==> src/rtl/encrypt_pkg.sv <==
// Shared definitions for the word-stream encryption engine: FSM encoding,
// ALU op encoding and the mode/index to op lookup.
package encrypt_pkg;

    typedef enum logic [1:0] {
        ST_IDLE  = 2'd0,
        ST_RUN   = 2'd1,
        ST_DRAIN = 2'd2,
        ST_DONE  = 2'd3
    } state_t;

    typedef enum logic [1:0] {
        OP_ADD = 2'd0,
        OP_AND = 2'd1,
        OP_SUB = 2'd2,
        OP_XOR = 2'd3
    } op_t;

    // Decrypt swaps add and sub so that indices 0 and 2 undo each other;
    // AND and XOR keep the same slot in both tables.
    function automatic op_t op_lookup(input logic mode, input logic [1:0] idx);
        op_t op;
        case (idx)
            2'd0:    op = mode ? OP_SUB : OP_ADD;
            2'd1:    op = OP_AND;
            2'd2:    op = mode ? OP_ADD : OP_SUB;
            2'd3:    op = OP_XOR;
            default: op = OP_XOR;
        endcase
        return op;
    endfunction

endpackage

==> src/rtl/encrypt_alu.sv <==
// Combinational DW-wide key operation unit; all arithmetic wraps modulo 2^DW.
module encrypt_alu
    import encrypt_pkg::*;
#(
    parameter int DW = 32
)(
    input  logic          i_mode,
    input  logic [1:0]    i_idx,
    input  logic [DW-1:0] i_data,
    input  logic [DW-1:0] i_key,
    output logic [DW-1:0] o_result
);

    op_t w_op;

    assign w_op = op_lookup(i_mode, i_idx);

    // Selected data/key operation.
    always_comb begin
        o_result = {DW{1'b0}};
        case (w_op)
            OP_ADD:  o_result = i_data + i_key;
            OP_AND:  o_result = i_data & i_key;
            OP_SUB:  o_result = i_data - i_key;
            OP_XOR:  o_result = i_data ^ i_key;
            default: o_result = {DW{1'b0}};
        endcase
    end

endmodule

==> src/rtl/encrypt_stream.sv <==
// Word-stream encryption engine: reads data and key RAMs, applies a per-word
// key operation and writes results through a PIPE-deep result pipeline.
module encrypt_stream
    import encrypt_pkg::*;
#(
    parameter int DW   = 32,
    parameter int AW   = 9,
    parameter int KAW  = 8,
    parameter int PIPE = 3
)(
    input  logic           clk,
    input  logic           reset,
    input  logic           start,
    input  logic           abort,
    input  logic           mode,
    input  logic [AW-1:0]  length,
    input  logic [AW-1:0]  src_base,
    input  logic [AW-1:0]  dst_base,
    input  logic [KAW-1:0] key_base,
    input  logic [KAW-1:0] key_len,
    output logic [AW-1:0]  rd_addr,
    output logic [KAW-1:0] key_addr,
    input  logic [DW-1:0]  data_in,
    input  logic [DW-1:0]  key_in,
    output logic           we,
    output logic [AW-1:0]  wr_addr,
    output logic [DW-1:0]  wr_data,
    output logic           busy,
    output logic           done,
    output logic           err
);

    state_t r_state;
    state_t w_state_nxt;

    logic w_accept;
    logic w_issue;
    logic w_flush;
    logic w_last;
    logic w_inflight;

    logic           r_mode;
    logic [AW-1:0]  r_len;
    logic [AW-1:0]  r_idx;
    logic [AW-1:0]  r_rd_addr;
    logic [AW-1:0]  r_dst_addr;
    logic [KAW-1:0] r_key_base;
    logic [KAW-1:0] r_klen;
    logic [KAW-1:0] r_kidx;
    logic [KAW-1:0] r_key_addr;
    logic           r_busy;
    logic           r_done;
    logic           r_err;

    logic           r_s0_vld;
    logic [1:0]     r_s0_idx;
    logic [AW-1:0]  r_s0_addr;

    logic [DW-1:0]  w_alu_res;
    logic           r_alu_vld;
    logic [AW-1:0]  r_alu_addr;
    logic [DW-1:0]  r_alu_data;

    logic [PIPE:0]         w_vld;
    logic [PIPE:0]         w_up;
    logic [PIPE:0][AW-1:0] w_addr;
    logic [PIPE:0][DW-1:0] w_data;

    assign w_last = (r_idx == (r_len - AW'(1)));

    // Valids that will still be in flight after this edge (everything but the write stage).
    always_comb begin
        w_up       = w_vld;
        w_up[PIPE] = 1'b0;
    end

    assign w_inflight = r_s0_vld | (|w_up);

    // Next-state and per-cycle control decode.
    always_comb begin
        w_state_nxt = r_state;
        w_accept    = 1'b0;
        w_issue     = 1'b0;
        w_flush     = 1'b0;
        case (r_state)
            ST_IDLE: begin
                if (start && !abort) begin
                    w_accept = 1'b1;
                    if (key_len == {KAW{1'b0}}) begin
                        w_state_nxt = ST_DONE;
                    end else if (length == {AW{1'b0}}) begin
                        w_state_nxt = ST_DONE;
                    end else begin
                        w_state_nxt = ST_RUN;
                    end
                end else begin
                    w_state_nxt = ST_IDLE;
                end
            end
            ST_RUN: begin
                if (abort) begin
                    w_flush     = 1'b1;
                    w_state_nxt = ST_DONE;
                end else begin
                    w_issue = 1'b1;
                    if (w_last) begin
                        w_state_nxt = ST_DRAIN;
                    end else begin
                        w_state_nxt = ST_RUN;
                    end
                end
            end
            ST_DRAIN: begin
                if (abort) begin
                    w_flush     = 1'b1;
                    w_state_nxt = ST_DONE;
                end else if (!w_inflight) begin
                    w_state_nxt = ST_DONE;
                end else begin
                    w_state_nxt = ST_DRAIN;
                end
            end
            ST_DONE: begin
                w_state_nxt = ST_IDLE;
            end
            default: begin
                w_state_nxt = ST_IDLE;
            end
        endcase
    end

    // FSM state register.
    always_ff @(posedge clk or negedge reset) begin
        if (!reset) begin
            r_state <= ST_IDLE;
        end else begin
            r_state <= w_state_nxt;
        end
    end

    // Job parameters, address counters and status flags.
    always_ff @(posedge clk or negedge reset) begin
        if (!reset) begin
            r_mode     <= 1'b0;
            r_len      <= {AW{1'b0}};
            r_idx      <= {AW{1'b0}};
            r_rd_addr  <= {AW{1'b0}};
            r_dst_addr <= {AW{1'b0}};
            r_key_base <= {KAW{1'b0}};
            r_klen     <= {KAW{1'b0}};
            r_kidx     <= {KAW{1'b0}};
            r_key_addr <= {KAW{1'b0}};
            r_busy     <= 1'b0;
            r_done     <= 1'b0;
            r_err      <= 1'b0;
        end else begin
            r_done <= (w_state_nxt == ST_DONE);
            if (w_accept) begin
                r_mode     <= mode;
                r_len      <= length;
                r_idx      <= {AW{1'b0}};
                r_rd_addr  <= src_base;
                r_dst_addr <= dst_base;
                r_key_base <= key_base;
                r_klen     <= key_len;
                r_kidx     <= {KAW{1'b0}};
                r_key_addr <= key_base;
                r_busy     <= 1'b1;
                r_err      <= (key_len == {KAW{1'b0}});
            end else if (w_issue) begin
                r_idx      <= r_idx + AW'(1);
                r_rd_addr  <= r_rd_addr + AW'(1);
                r_dst_addr <= r_dst_addr + AW'(1);
                if (r_kidx == (r_klen - KAW'(1))) begin
                    r_kidx     <= {KAW{1'b0}};
                    r_key_addr <= r_key_base;
                end else begin
                    r_kidx     <= r_kidx + KAW'(1);
                    r_key_addr <= r_key_addr + KAW'(1);
                end
            end else begin
                if (w_flush) begin
                    r_err <= 1'b1;
                end
                if (r_state == ST_DONE) begin
                    r_busy <= 1'b0;
                end
            end
        end
    end

    // Issue stage: tags the word whose RAM data arrives next cycle.
    always_ff @(posedge clk or negedge reset) begin
        if (!reset) begin
            r_s0_vld  <= 1'b0;
            r_s0_idx  <= 2'd0;
            r_s0_addr <= {AW{1'b0}};
        end else begin
            r_s0_vld  <= w_issue;
            r_s0_idx  <= r_idx[1:0];
            r_s0_addr <= r_dst_addr;
        end
    end

    encrypt_alu #(
        .DW (DW)
    ) u_alu (
        .i_mode   (r_mode),
        .i_idx    (r_s0_idx),
        .i_data   (data_in),
        .i_key    (key_in),
        .o_result (w_alu_res)
    );

    // ALU result stage; stage 0 of the result pipeline.
    always_ff @(posedge clk or negedge reset) begin
        if (!reset) begin
            r_alu_vld  <= 1'b0;
            r_alu_addr <= {AW{1'b0}};
            r_alu_data <= {DW{1'b0}};
        end else begin
            r_alu_vld  <= w_flush ? 1'b0 : r_s0_vld;
            r_alu_addr <= r_s0_addr;
            r_alu_data <= w_alu_res;
        end
    end

    assign w_vld[0]  = r_alu_vld;
    assign w_addr[0] = r_alu_addr;
    assign w_data[0] = r_alu_data;

    for (genvar k = 1; k <= PIPE; k++) begin : g_pipe
        logic          r_vld;
        logic [AW-1:0] r_addr;
        logic [DW-1:0] r_data;

        // One extra result register stage, flushed on abort.
        always_ff @(posedge clk or negedge reset) begin
            if (!reset) begin
                r_vld  <= 1'b0;
                r_addr <= {AW{1'b0}};
                r_data <= {DW{1'b0}};
            end else begin
                r_vld  <= w_flush ? 1'b0 : w_vld[k-1];
                r_addr <= w_addr[k-1];
                r_data <= w_data[k-1];
            end
        end

        assign w_vld[k]  = r_vld;
        assign w_addr[k] = r_addr;
        assign w_data[k] = r_data;
    end

    assign rd_addr  = r_rd_addr;
    assign key_addr = r_key_addr;
    assign we       = w_vld[PIPE];
    assign wr_addr  = w_addr[PIPE];
    assign wr_data  = w_data[PIPE];
    assign busy     = r_busy;
    assign done     = r_done;
    assign err      = r_err;

endmodule

==> config.mk <==
export PLATFORM = sky130hd
export DESIGN_NAME = encrypt_stream
export DESIGN_NICKNAME = d
export VERILOG_FILES = /design/src/rtl/encrypt_pkg.sv /design/src/rtl/encrypt_alu.sv /design/src/rtl/encrypt_stream.sv
export SDC_FILE = /design/constraint.sdc
export NUM_CORES = 1
export LEC_CHECK = 0
export BUFFER_PORTS_ARGS = -buffer_cell sky130_fd_sc_hd__buf_2
export CORE_ASPECT_RATIO = 1.25
export CORE_MARGIN = 4
export CORE_UTILIZATION = 52
export CTS_CLUSTER_DIAMETER = 200
export DETAILED_ROUTE_END_ITERATION = 12
export MAX_ROUTING_LAYER = met4
export PLACE_DENSITY = 0.79
export SLEW_MARGIN = 10
export SYNTH_ARGS = -nofsm -noshare
export SYNTH_HDL_FRONTEND = slang
export SYNTH_SLANG_ARGS = --single-unit
==> constraint.sdc <==
create_clock -name clk -period 3.3 [get_ports clk]
set_input_delay 0.66 -clock clk [delete_from_list [all_inputs] [get_ports clk]]
set_output_delay 0.66 -clock clk [all_outputs]
set_load 0.005 [all_outputs]
## Yosys cells after proc, flatten, opt, wreduce, memory -nomap -nowiden

Index checks and enable logic that the tools add are counted.
W data, S select, Z words.

- Bits in registers: 254
- Bits of input ports: 112
- Word-level logic and storage cells: 107

- Add/subtract/negate cells: 9
- Eq/ne operators: 13
- Multiplexer cells: 40
- Bitwise logic cells: 3
- Reduce and logical (&&, ||, !) cells: 14

Operators with widths:

| operator | count |
|---|---|
| $pmux W32 S4 | 1 |
| $mux W9 | 6 |
| $mux W8 | 6 |
| $add A32 B32 Y32 | 1 |
| $and A32 B32 Y32 | 1 |
| $sub A32 B32 Y32 | 1 |
| $xor A32 B32 Y32 | 1 |
| $add A9 B1 Y9 const B | 3 |
| $mux W1 | 18 |
| $add A8 B1 Y8 const B | 2 |
| $pmux W2 S4 | 2 |
| $eq A2 B2 Y1 const B | 7 |
| $mux W2 | 7 |
| $eq A9 B9 Y1 | 1 |
| $logic_not A9 Y1 | 1 |
| $sub A9 B1 Y9 const B | 1 |
| $eq A8 B8 Y1 | 1 |
| $logic_not A8 Y1 | 1 |
| $sub A8 B1 Y8 const B | 1 |
| $eq A2 B1 Y1 const B | 3 |
| $logic_not A2 Y1 | 3 |
| $reduce_bool A2 Y1 | 3 |
| $reduce_and A2 Y1 | 2 |
| $reduce_or A3 Y1 | 1 |
| 5 further kinds | 5 |

## Depth between registers and ports, before layout

- Word-level depth: 6
- Gate-level depth with buffers: 18

## Hierarchy

Synthesis repeated with hierarchy kept, for this count alone.

- Cell total of the unflattened synthesis: 1124
- Area, all modules: 12065.3 µm²

By module, submodules not included:

| module | instances | cells an instance | area an instance (µm²) | seq. area each (µm²) |
|---|---|---|---|---|
| encrypt_stream | 1 | 656 | 8733.4 | 6356.1 |
| encrypt_alu | 1 | 468 | 3331.9 | 0.0 |

## Worst setup path before layout

OpenSTA, ideal clock, no wires.

- Path kind: input to register
- From: input port key_in[4]
- To: register r_alu_data[31]
- Library setup time: 127 ps
- Arrival time: 4367 ps
- Required time: 3173 ps
- Slack: -1194 ps
- Cell stages on the path: 16
- Path buffers: 0
- Path through: or3_1 nand2b_1 or3_1 or4_1 nand2_1 xor2_1 ha_1 nand2_1 or3_1 o31ai_2 a31oi_1 a311oi_2 a211oi_2 o31a_1 a2111oi_2 o21bai_1

- Word-level cells in the longest chain between the ends: 2
- Elaborated cells between the ends (all ways): 3
- Those cells by class: 2 x add/sub; 1 x mux

RTL lines:

| element | line | source |
|---|---|---|
| start, declared | encrypt_stream.sv:24 | `input logic [DW-1:0] key_in,` |
| $sub A32 B32 Y32 / $add A32 B32 Y32 (equally long branches) | encrypt_alu.sv:24, encrypt_alu.sv:22 |  |
| $pmux W32 S4 (*) | encrypt_alu.sv:21 | `case (w_op)` |
| named net u_alu.o_result[31] | encrypt_alu.sv:11 | `output logic [DW-1:0] o_result` |
| end signal, assigned | encrypt_stream.sv:220 | `r_alu_data <= {DW{1'b0}};` |
| end signal, assigned | encrypt_stream.sv:224 | `r_alu_data <= w_alu_res;` |
| end, declared | encrypt_stream.sv:62 | `logic [DW-1:0] r_alu_data;` |

The timed path passes the listed nets; every way through them passes the cells marked *.
A chain may end at the register's enable or synchronous reset.

## Worst setup path after layout

Same ends and word-level chain as after synthesis.

==> impl_metrics.csv <==
group,metric,value,unit
route,drt_iter0_drc,465,
pwr,power.density,1040,nW/um2
clocking,cts_made_buffers,25,
logic_synthesis,yosys_register_bits,254,
logic_synthesis,synth_edf_count,0,
logic_synthesis,synth_flop_cell,"dfrtp_1",
route,wirelength,28.20,mm
critical_path,rr_worst_depth,15,
clocking,clock_latency,0.51,ns
floorplanning,die_area,25320,um2
clocking,clockBufferDepth,3,
timing,setup_violations,17,
clocking,cts_hold_repair.buffers,0,
critical_path,timing.rr.end,"r_alu_data[31]",
floorplanning,core-area,22360,um2
global_routing,grtUsageTotal,22.60,%
timing,worstMarginPinSlew,0.6535,ns
logic_synthesis,ys_types,64,
logic_synthesis,synth_nets,1298,
timing,maxSlewHeadroom,56.43,%
timing,timing.final.max_slew_violations,0,
place,dp_hpwl,20.12,mm
route,routedWlPerCell,16.42,um
pwr,ir_worst_vdd,695.9,uV
critical_path,arrival,4.50,ns
timing,hold_ws,0.1200,ns
cells_and_area,fillers,1611,
global_routing,gr-total-overflow,0,
route,ant_nets,0,
critical_path,crit_top_cell,"or3_4",
timing,fin_skew,0.02455,ns
critical_path,path_cells,"buf_6 -> or3_4 -> nand2b_4 -> or3_4 -> buf_6 -> or2_4 -> o21ai_2 -> xor2_1 -> ha_1 -> nand2_2 -> or3_4 -> nor3_4 -> a31oi_4 -> a311oi_2 -> a211oi_2 -> o31a_1 -> a2111oi_4 -> o21bai_1",
status,status,"complete, but fails checks",
global_routing,grt_pass1_vias,9443,
critical_path,ff2ff_setup_slack,-0.30,ns
global_routing,grt_pass1_wl,45.65,mm
cells_and_area,final_common_cell,"dfrtp_1",
cells_and_area,drive_gt1_share,30.47,%
critical_path,worst-path-buf-inv,2,
critical_path,crit_type,"input pin to flop",
place,port_buffers,173,
floorplanning,die_w,143.1,um
route,vias,9404,
global_routing,antenna_found_initial,4,
route,drt_first_pass_iters,8,
critical_path,path_depth,18,
logic_synthesis,synth_area,11870,um2
clocking,cts_tree,"done",
clocking,clock_sink_count,254,
logic_synthesis,syn_area_per_cell,10.70,um2
critical_path,critPathRequiredTime,3.69,ns
logic_synthesis,syn_inst,1109,
floorplanning,num_rows,61,
timing,rsz0062_at_grt,"yes",
floorplanning,fp.dieH,176.9,um
job,maxCapViolCount,0,
cells_and_area,area_delta_synth_final,28.33,%
timing,setup_slack,-0.8107,ns
timing,clock.fmax,243.3,MHz
route,via_per_inst,5.474,
cells_and_area,utilization,68.11,%
status,violations,"negative setup slack",
place,routabilityCongestion,0.8857,
critical_path,critPathLaunchType,"input pin",
timing,period_share,124.6,%
cells_and_area,fin_area,15230,um2
place,place_area,14010,um2
critical_path,cp_top_family,"simple AND/OR/NAND/NOR gates",
critical_path,worst_path_max_delay_cell,"or3_4",
logic_synthesis,seq_area_frac_synth,53.55,%
clocking,path_clk_slew,0.06,ns
timing,post-route-min-period,4.111,ns
route,drc_errors,0,
critical_path,slowest_delay,0.43,ns
global_routing,grt_max_degree,81,
cells_and_area,finalNetCount,1603,
critical_path,cp-end-kind,"flop",
cells_and_area,multi_input_area,5627,um2
timing,hold_violations,0,
critical_path,r2r_start,"r_s0_idx[1]",
clocking,htreeDepth,1,
logic_synthesis,synthArstFlopShare,100.0,%
floorplanning,io_pins,174,
logic_synthesis,yosys_warnings,0,
cells_and_area,seq_area,6359,um2
floorplanning,start_util,53.07,%
min_path,min_path_type,"input pin to async pin",
pwr,power_leakage,7.189,nW
critical_path,crit_path_max_fanout,4,
cells_and_area,final_cell_mix,"dfrtp_1, buf_2, nand2_1",
clocking,cts-root-buf,"clkbuf_16",
-- power by group --
group / switching (mW) / internal [mW]
logic: 4.14 / 3.88
clock network: 1.16 / 1.47
registers: 0.682 / 4.51
-- metal layers --
| metal | GRT usage [%] | vias up | wire, um |
|---|---|---|---|
| met1 | 27.34 | 4614 | 11190 |
| li1 | - | 4472 | - |
| met2 | 39.20 | 266 | 14490 |
| met3 | 4.135 | 52 | 1841 |
| met5 | - | - | 0 |
| met4 | 5.626 | 0 | 676 |
-- cells in the mapped netlist (5+ instances only) --
master    instances  share of area [%]
mux2_2            9               0.85
nor2_1           60                1.9
a31oi_1           9               0.47
a21o_1           18                1.1
and3_1            5               0.26
nand3_1          27                1.1
nand2_1         167                5.3
nor4_1           11               0.58
and2_1            9               0.47
nand2b_1         16               0.84
buf_1             8               0.25
nor2b_1           9               0.47
clkbuf_1         29               0.92
a21oi_1          60                2.5
a211oi_1          9               0.57
ha_1             76                8.0
dfrtp_1         254                 54
o31ai_1          12               0.76
mux2i_1          20                1.7
o21a_1            7               0.44
o211ai_1          7               0.44
nand4_1           9               0.47
nor3_1           18               0.76
o21ai_0          70                3.0
inv_1            21               0.66
xor2_1           51                3.8
o21bai_1          7               0.44
or3_1             7               0.37
xnor2_1          49                3.6
-- kinds of logic after synthesis --
logic type,count (synthesis),share of synthesized area [%]
DFF,254,53.55
xor gates and xnor gates,101,7.516
and+or+nand+nor,355,13.81
muxes,29,2.541
adders and majority gates,77,8.180
buffers and inverters,59,1.929
AOI/OAI and AO/OA,234,12.47
-- final cells by class --
| class | count | area share (%) |
|---|---|---|
| timing repair buffer | 316 | 13.32 |
| inverter | 21 | 0.5175 |
| multi-input combinational | 796 | 36.94 |
| clock buffer | 30 | 4.428 |
| sequential | 254 | 41.75 |
| tap | 283 | 2.325 |
| clock inverter | 14 | 0.6572 |
| antenna | 4 | 0.06572 |
-- worst reg2reg max path: cells and delay by family, from the launching register on --
kind / cells / cell delay (ns)
compound gates: 7 / 1.37
simple gates: 4 / 0.81
flops: 1 / 0.42
xor+xnor: 2 / 0.35
fa+ha+maj: 1 / 0.33
buf+inv: 1 / 0.20
-- how the worst max path moves through the flow --
stage / start / to / slack (ns)
after floorplan: key_in[4] / r_alu_data[31] / -1.10
after global placement: key_in[4] / r_alu_data[31] / -1.27
after detailed placement: key_in[4] / r_alu_data[31] / -1.40
after CTS: key_in[4] / r_alu_data[31] / -0.79
after global routing: key_in[4] / r_alu_data[31] / -0.91
final: key_in[4] / r_alu_data[31] / -0.81
-- state kept, by name, summed over array words and instances (netlist names), 18 cells and up --
name	cells
r_alu_data	32
g_pipe.r_data	64
wr_data	32
g_pipe.r_addr	18
-- stage by stage --
| step | setup TNS, ns | std cells | total power, mW | worst slack, ns |
|---|---|---|---|---|
| 2_1_floorplan | -7.777 | 1109 | 9.397 | -1.102 |
| 3_3_place_gp | -15.86 | 1657 | 11.92 | -1.265 |
| 3_5_place_dp | -17.09 | 1657 | 12.19 | -1.404 |
| 4_1_cts | -7.012 | 1710 | 15.36 | -0.7923 |
| 5_1_grt | -11.16 | 1718 | 16.98 | -0.9090 |
| 6_report | -9.431 | 1718 | 15.84 | -0.8107 |
-- repair_timing --
| item | in CTS | in global routing |
|---|---|---|
| setup buffers | 11 | 6 |
| endpoints found under the setup margin | 19 | 20 |
| cloned | 0 | 0 |
| pin swaps | 32 | 34 |
| resized for setup | 40 | 41 |
No activity file was read; power rests on OpenSTA's default activity.
